===== src/rtl/bitmap_bit_iterator.sv =====
// Walks a bitmap LSB-first, emitting one beat per set bit (or a single
// beat flagged empty for an all-zero bitmap) over a valid/ready handshake.
`timescale 1ns/1ps
module bitmap_bit_iterator #(
  parameter int DATA_WIDTH = 32
) (
  input  logic                          clk,
  input  logic                          reset,
  input  logic                          in_valid,
  output logic                          in_ready,
  input  logic [DATA_WIDTH-1:0]         din,
  output logic                          out_valid,
  input  logic                          out_ready,
  output logic [$clog2(DATA_WIDTH)-1:0] out_idx,
  output logic [$clog2(DATA_WIDTH)-1:0] out_rank,
  output logic                          out_last,
  output logic                          out_empty,
  output logic                          busy
);

  localparam int IDX_W = $clog2(DATA_WIDTH);

  typedef enum logic {IDLE, EMIT} state_t;

  state_t                  state_p0, state_nxt;
  logic [DATA_WIDTH-1:0]   rem_p0;
  logic [DATA_WIDTH-1:0]   rem_clr;
  logic [IDX_W-1:0]        rank_p0;
  logic                    empty_p0;
  logic                    single_bit;

  // Scans from the top so the last hit wins, leaving the lowest set position.
  function automatic logic [IDX_W-1:0] tzc(input logic [DATA_WIDTH-1:0] v);
    logic [IDX_W-1:0] r;
    r = '0;
    for (int i = DATA_WIDTH - 1; i >= 0; i--) begin
      if (v[i]) r = IDX_W'(i);
    end
    return r;
  endfunction

  assign rem_clr    = rem_p0 & (rem_p0 - 1'b1);
  assign single_bit = (rem_p0 != '0) && (rem_clr == '0);

  assign out_idx   = tzc(rem_p0);
  assign out_rank  = rank_p0;
  assign out_last  = empty_p0 | single_bit;
  assign out_empty = empty_p0;
  assign busy      = (state_p0 == EMIT);

  always_comb begin
    state_nxt = state_p0;
    in_ready  = 1'b0;
    out_valid = 1'b0;
    case (state_p0)
      IDLE: begin
        in_ready = 1'b1;
        if (in_valid) state_nxt = EMIT;
      end
      EMIT: begin
        out_valid = 1'b1;
        if (out_ready && out_last) state_nxt = IDLE;
      end
      default: state_nxt = IDLE;
    endcase
  end

  // Stage p0: held bitmap, beat ordinal and empty marker.
  always_ff @(posedge clk) begin
    if (reset) begin
      state_p0 <= IDLE;
      rem_p0   <= '0;
      rank_p0  <= '0;
      empty_p0 <= 1'b0;
    end else begin
      state_p0 <= state_nxt;
      if (state_p0 == IDLE && in_valid) begin
        rem_p0   <= din;
        rank_p0  <= '0;
        empty_p0 <= (din == '0);
      end else if (state_p0 == EMIT && out_ready) begin
        if (out_last) begin
          rem_p0   <= '0;
          rank_p0  <= '0;
          empty_p0 <= 1'b0;
        end else begin
          rem_p0  <= rem_clr;
          rank_p0 <= rank_p0 + 1'b1;
        end
      end
    end
  end

endmodule


===== config.mk =====
export PLATFORM = sky130hd
export DESIGN_NAME = bitmap_bit_iterator
export DESIGN_NICKNAME = d
export VERILOG_FILES = /design/src/rtl/bitmap_bit_iterator.sv
export SDC_FILE = /design/constraint.sdc
export NUM_CORES = 1
export LEC_CHECK = 0
export ABC_AREA = 1
export CAP_MARGIN = 20
export CORE_UTILIZATION = 35
export DETAILED_ROUTE_END_ITERATION = 8
export SYNTH_ARGS = -nofsm -noshare
export SYNTH_HDL_FRONTEND = slang
export SYNTH_SLANG_ARGS = --single-unit
export TNS_END_PERCENT = 30

===== constraint.sdc =====
create_clock -name clk -period 3.1 [get_ports clk]
set_input_delay 0.465 -clock clk [delete_from_list [all_inputs] [get_ports clk]]
set_output_delay 0.465 -clock clk [all_outputs]
set_load 0.05 [all_outputs]

Word-level counts from Yosys, hierarchy flattened

Cells that the tools add are included.
W data, S select, Z words.

ROM bits: 0
Bits in latches: 0
Bits in writable memories: 0
Input bits: 36
Word-level logic and storage cells: 64
Memories kept: 0
Bits in registers: 39

Equality and inequality tests: 0
Magnitude comparators: 0
Shift operators: 0
Add/subtract/negate cells: 2
Reductions and logical operators: 11
Div/mod/pow operators: 0
Bitwise logic cells: 3
Multiply operators: 0
Muxes and demuxes: 44

Operators with widths:

| operator                | count |
|---|---|
| $mux W5                 | 33 |
| $mux W32                | 3 |
| $logic_not A32 Y1       | 2 |
| $and A32 B32 Y32        | 1 |
| $reduce_bool A32 Y1     | 1 |
| $sub A32 B1 Y32 const B | 1 |
| $mux W1                 | 7 |
| $add A5 B1 Y5 const B   | 1 |
| $logic_and A1 B1 Y1     | 4 |
| $reduce_bool A2 Y1      | 2 |
| $pmux W1 S2             | 1 |
| $reduce_and A2 Y1       | 1 |
| $reduce_or A2 Y1        | 1 |
| $not A1 Y1              | 1 |
| $or A1 B1 Y1            | 1 |

Logic depth before layout (Yosys ltp)

Gate-level depths: netlist of the first run.

Word-level depth: 32
Gate-level depth with buffers: 31
Gate-level depth less buffers: 31

Worst setup path after synthesis of the first run

OpenSTA, ideal clock, no wires.

Kind: register to output
From: reg rem_p0[29]
To: out out_idx[0]
Data required time: 2635 ps
Stages on the path, launching flop included: 31
Arrival: 2354 ps
Path slack: 281 ps
Cell sequence: dfxtp_1 inv_1 nand2_1 nand2_1 nand2_1 nand2_1 nand2_1 nand2_1 nand2_1 nand2_1 nand2_1 nand2_1 nand2_1 nand2_1 nand2_1 nand2_1 nand2_1 nand2_1 nand2_1 nand2_1 nand2_1 nand2_1 nand2_1 nand2_1 nand2_1 nand2_1 nand2_1 nand2_1 nand2_1 nand2_1 a21oi_1

Cells in the longest elaborated chain, start to end: 30

RTL lines:

| element                | line | RTL |
|---|---|---|
| start, declared        | 26   | `logic [DATA_WIDTH-1:0] rem_p0;` |
| start signal, assigned | 78   | `rem_p0 <= din;` |
| start signal, assigned | 87   | `rem_p0 <= rem_clr;` |
| $mux W5 (30 in a row)  | 37   | `if (v[i]) r = IDX_W'(i);` |
| end, declared          | 14   | `output logic [$clog2(DATA_WIDTH)-1:0] out_idx,` |

No other way between the ends.

Worst setup path in the final report of the first run

From: reg rem_p0[27]
To: out out_idx[0]

Cells in the longest elaborated chain, start to end: 28

RTL lines:

| element               | line |
|---|---|
| $mux W5 (28 in a row) | 37 |

No other way between the ends.

==> out/results.ini, run 1 <==
[run_status]
status=completed

[clock_network]
cts_sinks=39
cts-buffers-inserted=5
path_clk_slew_ns=0.07
htree_levels=2
insertion_delay_ns=0.28
clock_path_buffers=2
cts_tree=yes
cts_hold_buf=0
clock-root-buffer=clkbuf_8

[synthesis]
yosysMostFrequentCell=nand2_1
syn-num-nets=445
ys_seq_area_share_pct=29.4
syn_inst=408
netlist_top_cells_area=dfxtp_1 29%, nand2_1 12%, nor2_1 11%
syn_area_mm2=0.00265
synth_warnings=0
synth_common_cells=86 x nand2_1, 75 x nor2_1, 48 x inv_1, 39 x dfxtp_1, 19 x a21oi_1
synth_edf_count=0
synth.top_cell.area_share_pct=29.4
ys_types=37
synth.avg_cell_area_um2=6.50
synthArstFlopShare_pct=0
synthFlopType=dfxtp_1
ys_ff_latch=39
synth_top_area_cell=dfxtp_1

[pwr]
p_leak_nw=1.39
p_per_area_mw_per_mm2=433
total_power_mw=1.45
ir_worst_vdd_v=0.000168

[drt]
drtIter0Drc=136
drc_errors=0
vias_per_cell=5.09
avgRoutedWirePerCell_um=12.9
vias=2819
wirelength_um=7170
detail-route-antenna-nets=0
firstDrtPassIters=4

[grt]
antenna_found_initial=0
grt_use_met3_pct=3.60
grt_pass1_wl_um=11900
grt_max_degree=36
grt.total_usage_pct=19.2
grt_pass1_vias=2588
grtUsageMet2_pct=32.3
grt.busiest_layer=met2
grt-ovfl-total=0
met1_usage_pct=25.1

[timing]
setup_viol=0
setup_slack_ns=0.161
tightest_slew_ns=0.639
timing.final.max_slew_violations=0
period_share_pct=94.8
relSlewSlack_pct=57.4
rsz0062_at_grt=yes
max_freq_ghz=0.340
timing.final.crit_period_ns=2.94
skew_ns=0.00315
hold_violations=0
fin_setup_tns_ns=0

[worst_hold_path]
hp-start=out_rank[4]
holdPathStages=2
holdCritPathClass=register to register
hold_path_end=out_rank[4]

[critical_path]
worstPathRequired_ns=2.63
worstReg2RegEnd=rem_p0[19]
path_max_fanout=5
start_kind=register
crit-reg2reg-launch=rem_p0[8]
reg2reg_depth=17
worst_ep_arrival_time_ns=2.47
critical-path-slowest-cell=dfxtp_1
path_common_cell=nand2_1
max_stage_delay_ns=0.45
critical_path_class=register to output port
cp-end-kind=output port
r2r_setup_slack_ns=0.27

[layout]
layout.cells.non_filler=554
fin_nets=493
drive_gt1_share_pct=13.0
diodes=0
post-route-util_pct=46.1
area_delta_synth_final_pct=26.7

[place]
portBuffers=50
gp_congestion=0.855
dp_slack_ns=0.239
dp_cells=547
dp_hpwl_um=5490

[floorplan]
top_level_ports=51
start_util_pct=36.4
die_h_um=89.0
die_w_um=89.0
fp.dieArea_mm2=0.00793
rows=31
core_mm2=0.00729

[flow_run]
cap_violations=0

==> metal layers <==
| metal | share of wire (%) | up-vias | wire length [µm] |
|---|---|---|---|
| li1 | - | 1458 | - |
| met1 | 48 | 1293 | 3460 |
| met2 | 45 | 58 | 3240 |
| met3 | 5.1 | 10 | 367 |
| met4 | 1.5 | 0 | 104 |
| met5 | 0 | - | 0 |
==> cells in the final DEF (no fill, tap or decap), types with 5 or more instances in the layout <==
master,instances
a21oi_1,18
a221oi_1,8
a221oi_2,13
a31oi_1,7
buf_4,6
clkbuf_8,5
clkdlybuf4s50_1,47
dfxtp_1,36
inv_1,47
inv_2,9
nand2_1,85
nand3_1,11
nand4_1,7
nor2_1,75
nor3_1,13
nor4_1,13
o21ai_0,11
==> stage by stage <==
step / cell area (µm²) / hold slack [ns]
floorplan: 2650 / 0.468
global placement: 3260 / 0.464
detailed placement: 3260 / 0.479
CTS: 3330 / 0.499
global route: 3360 / 0.513
finish: 3360 / 0.492
==> power by group <==
part           total, mW  internal, mW  switching [mW]
combinational      0.577         0.218           0.360
clock              0.318         0.150           0.168
sequential         0.557         0.528          0.0290
==> registers in the layout, summed over array words and instances, names as in the netlist <==
register and flops:
out_empty 1, busy 1, rem_p0 32, out_rank 5
==> critical path: cells and delay by family (launching register included) <==
| family | cells | cell delay [ns] |
|---|---|---|
| buffers and inverters | 2 | 0.21 |
| AOI/OAI and AO/OA | 1 | 0.18 |
| DFF | 1 | 0.45 |
| and+or+nand+nor | 26 | 1.31 |
==> final cells by class <==
type | count | area, µm²
Clock buffer | 6 | 72.6
Fill cell | 801 | 3930
Inverter | 59 | 228
Multi-Input combinational cell | 295 | 1580
Sequential cell | 39 | 787
Tap cell | 99 | 124
Timing Repair Buffer | 56 | 564
==> timing repair <==
item	in CTS	in global routing
pin swaps	0	2
setup endpoints to repair	1	25
gates resized for setup	1	9
buffers inserted	0	1
==> kinds of logic (layout without fill, tap and decap cells) <==
| group | count (synthesis) | count (layout) | share of synthesized area, % |
|---|---|---|---|
| xor gates and xnor gates | 2 | 2 | 0.661 |
| buffers and inverters | 74 | 121 | 11.3 |
| DFF | 39 | 39 | 29.4 |
| and+or+nand+nor | 221 | 221 | 37.4 |
| AOI/OAI and AO/OA | 71 | 71 | 20.8 |
| adders and majority gates | 1 | 1 | 0.472 |
==> how the worst max path moves through the flow <==
stage | endpoint | cells past startpoint | start | slack, ns
floorplan | out_idx[0] | 30 | rem_p0[29] | 0.28
global placement | out_idx[1] | 11 | rem_p0[27] | 0.24
detailed placement | out_idx[1] | 11 | rem_p0[27] | 0.24
CTS | out_idx[0] | 31 | rem_p0[29] | 0.04
global route | out_idx[0] | 31 | rem_p0[29] | -0.24
finish | out_idx[0] | 29 | rem_p0[27] | 0.16
Note: power is estimated with default switching activity, not from simulation.
==> run 2: changes to the inputs <==
- SLEW_MARGIN: not set -> 20
==> results of run 2 <==
The final DEF is identical to that of run 1; final timing and power are the same.
==> run 3: changes to the inputs <==
- CORE_ASPECT_RATIO: not set -> 1.25
==> run 3 against run 2 <==
Effect of this change:
- first-iteration DRC count down 21%
- routed wire length grew 7.3%
- power grew 2.7%
- cell area rose by 0.45%
==> out/results.ini, run 3 (synthesis gave the netlist of run 1 again) <==
[place]
portBuffers=50  ; unchanged
dp_hpwl_um=5910  ; +7.8%
dp_cells=541  ; -1.1%
gp_congestion=0.897  ; +4.9%
dpl-instance-area_mm2=0.00326  ; -0.12%

[layout]
ff_latch_area_um2=787  ; unchanged
multiInputGateArea_mm2=0.00159  ; +0.55%
layout_common_cells=85 x nand2_1, 75 x nor2_1, 47 x inv_1, 47 x clkdlybuf4s50_1, 36 x dfxtp_1
fin_area_mm2=0.00337  ; +0.45%
final_common_cell=nand2_1
fill_cells=767  ; -4.2%
drive_gt1_share_pct=13.8  ; +0.79 points
diodes=0  ; unchanged
largest_reg_flops=32  ; unchanged
area_delta_synth_final_pct=27.2
fin_nets=494  ; +0.20%
layout.cells.non_filler=550  ; -0.72%
max_flop_register=rem_p0

[critical_path]
path_common_cell=nand2_1
worstPathRequired_ns=2.63  ; about the same
cp-end-kind=output port
crit_buf_inv=2  ; unchanged
crit_path_end=out_idx[0]
reg2reg_depth=20  ; +3
max_stage_delay_ns=0.36  ; -0.09 ns
crit_family=simple AND/OR/NAND/NOR gates
crit_path_start=rem_p0[30]
path_max_fanout=3  ; -2
critical-path-slowest-cell=dfxtp_4
worst_ep_arrival_time_ns=2.51  ; +0.04 ns
critical_path_class=register to output port
start_kind=register
r2r_setup_slack_ns=0.14  ; -0.13 ns
crit-reg2reg-launch=rem_p0[0]
worstReg2RegEnd=rem_p0[26]
crit_cells=32  ; +10%

[floorplan]
start_util_pct=36.0  ; -0.32 points
die_h_um=99.3  ; +12%
rows=35  ; +13%
die_w_um=79.8  ; -10%
fp.dieArea_mm2=0.00793  ; about the same
core_mm2=0.00736  ; +0.89%
top_level_ports=51  ; unchanged

[pwr]
clkPwrFrac_pct=23.0  ; +1.1 points
internal-power_mw=0.908  ; +1.3%
p_leak_nw=1.40  ; +0.84%
sw_frac_of_total_pct=39.1  ; +0.81 points
p_seq_share_pct=37.3  ; -1.0 points
combPwrFrac_pct=39.7  ; about the same
p_per_area_mw_per_mm2=442  ; +2.2%
ir_worst_vdd_v=0.000191  ; +14%
p_switching_mw=0.584  ; +4.9%

[timing]
skew_ns=0.00674  ; +0.00359 ns
setup_viol=0  ; unchanged
timing.final.crit_period_ns=2.97  ; +0.0332 ns
tightest_slew_ns=0.810  ; +0.171 ns
max_freq_ghz=0.337  ; -1.1%
rsz0062_at_grt=yes
period_share_pct=95.9  ; +1.1 points
hold_violations=0  ; unchanged
relSlewSlack_pct=46.0  ; -11 points
timing.final.max_slew_violations=0  ; unchanged

[drt]
vias=2874  ; +2.0%
drc_errors=0  ; unchanged
detail-route-antenna-nets=0  ; unchanged
firstDrtPassIters=4  ; unchanged
avgRoutedWirePerCell_um=14.0  ; +8.0%
wirelength_um=7690  ; +7.3%
drtIter0Drc=107  ; -21%
vias_per_cell=5.23  ; +2.7%

[clock_network]
cts_sinks=39  ; unchanged
insertion_delay_ns=0.29  ; about the same
cts-buffers-inserted=5  ; unchanged
clock_path_buffers=2  ; unchanged
htree_levels=2  ; unchanged
clock-root-buffer=clkbuf_8
path_clk_slew_ns=0.07  ; about the same
cts_hold_buf=0  ; unchanged
cts_tree=yes

[worst_hold_path]
holdCritPathClass=register to register

[run_status]
status=completed

[grt]
grt_max_degree=34  ; -5.6%
grt_pass1_wl_um=12600  ; +6.3%
grt_pass1_vias=2797  ; +8.1%
grt.total_usage_pct=20.3  ; +1.1 points
grt-ovfl-total=0  ; unchanged
antenna_found_initial=0  ; unchanged

[flow_run]
cap_violations=0  ; unchanged

## run 3: tightest hold or removal path: stages, from the launching register on
cell and delay (ns):
dfxtp_2 0.35, nand2_1 0.06, a21oi_1 0.05
## run 3: layout make-up
type,count,area share (%)
inverter,59,6.75
tap,92,3.41
timing repair buffer,57,16.9
clock inverter,1,0.148
clock buffer,7,2.26
multi-input combinational,295,47.2
sequential,39,23.3
## run 3: layer usage
metal	up-vias	track usage [%]	part of all wire [%]
met4	0	7.01	2.2
met2	68	37.8	52
met1	1338	22.8	42
met5	-	0	0
li1	1454	-	-
met3	14	3.39	3.6
## run 3: power groups by stage
stage	clock network, mW	registers [mW]	logic [mW]
finish	0.343	0.557	0.592
global route	0.372	0.561	0.649
floorplan	0	0.567	0.391
detailed placement	0	0.568	0.582
CTS	0.355	0.557	0.586
global placement	0	0.568	0.581
## run 3: through the flow
stage / total power, mW / hold WS [ns] / setup slack (ns) / utilization, % / TNS (ns)
final: 1.49 / 0.498 / 0.128 / 45.9 / 0
after global routing: 1.58 / 0.519 / -0.220 / 45.9 / -0.621
after detailed placement: 1.15 / 0.488 / 0.266 / 44.3 / 0
after global placement: 1.15 / 0.468 / 0.314 / 44.3 / 0
after CTS: 1.50 / 0.500 / 0.0603 / 45.4 / 0
after floorplan: 0.959 / 0.468 / 0.281 / - / 0
## run 3: what timing repair did
item                       4_1_cts  5_1_grt
pin swaps                        0        1
setup buffers                    0        1
setup endpoints to repair        1       13
gates resized for setup          1        8
## run 3: worst min path at each step
stage                           start           to  slack, ns  depth (start not counted)
after detailed placement  out_rank[4]  out_rank[4]       0.49                          2
after CTS                 out_rank[4]  out_rank[4]       0.50                          2
after floorplan            rem_p0[31]   rem_p0[31]       0.47                          2
final                      rem_p0[31]   rem_p0[31]       0.50                          2
after global routing       rem_p0[31]   rem_p0[31]       0.52                          2
after global placement    out_rank[4]  out_rank[4]       0.47                          2
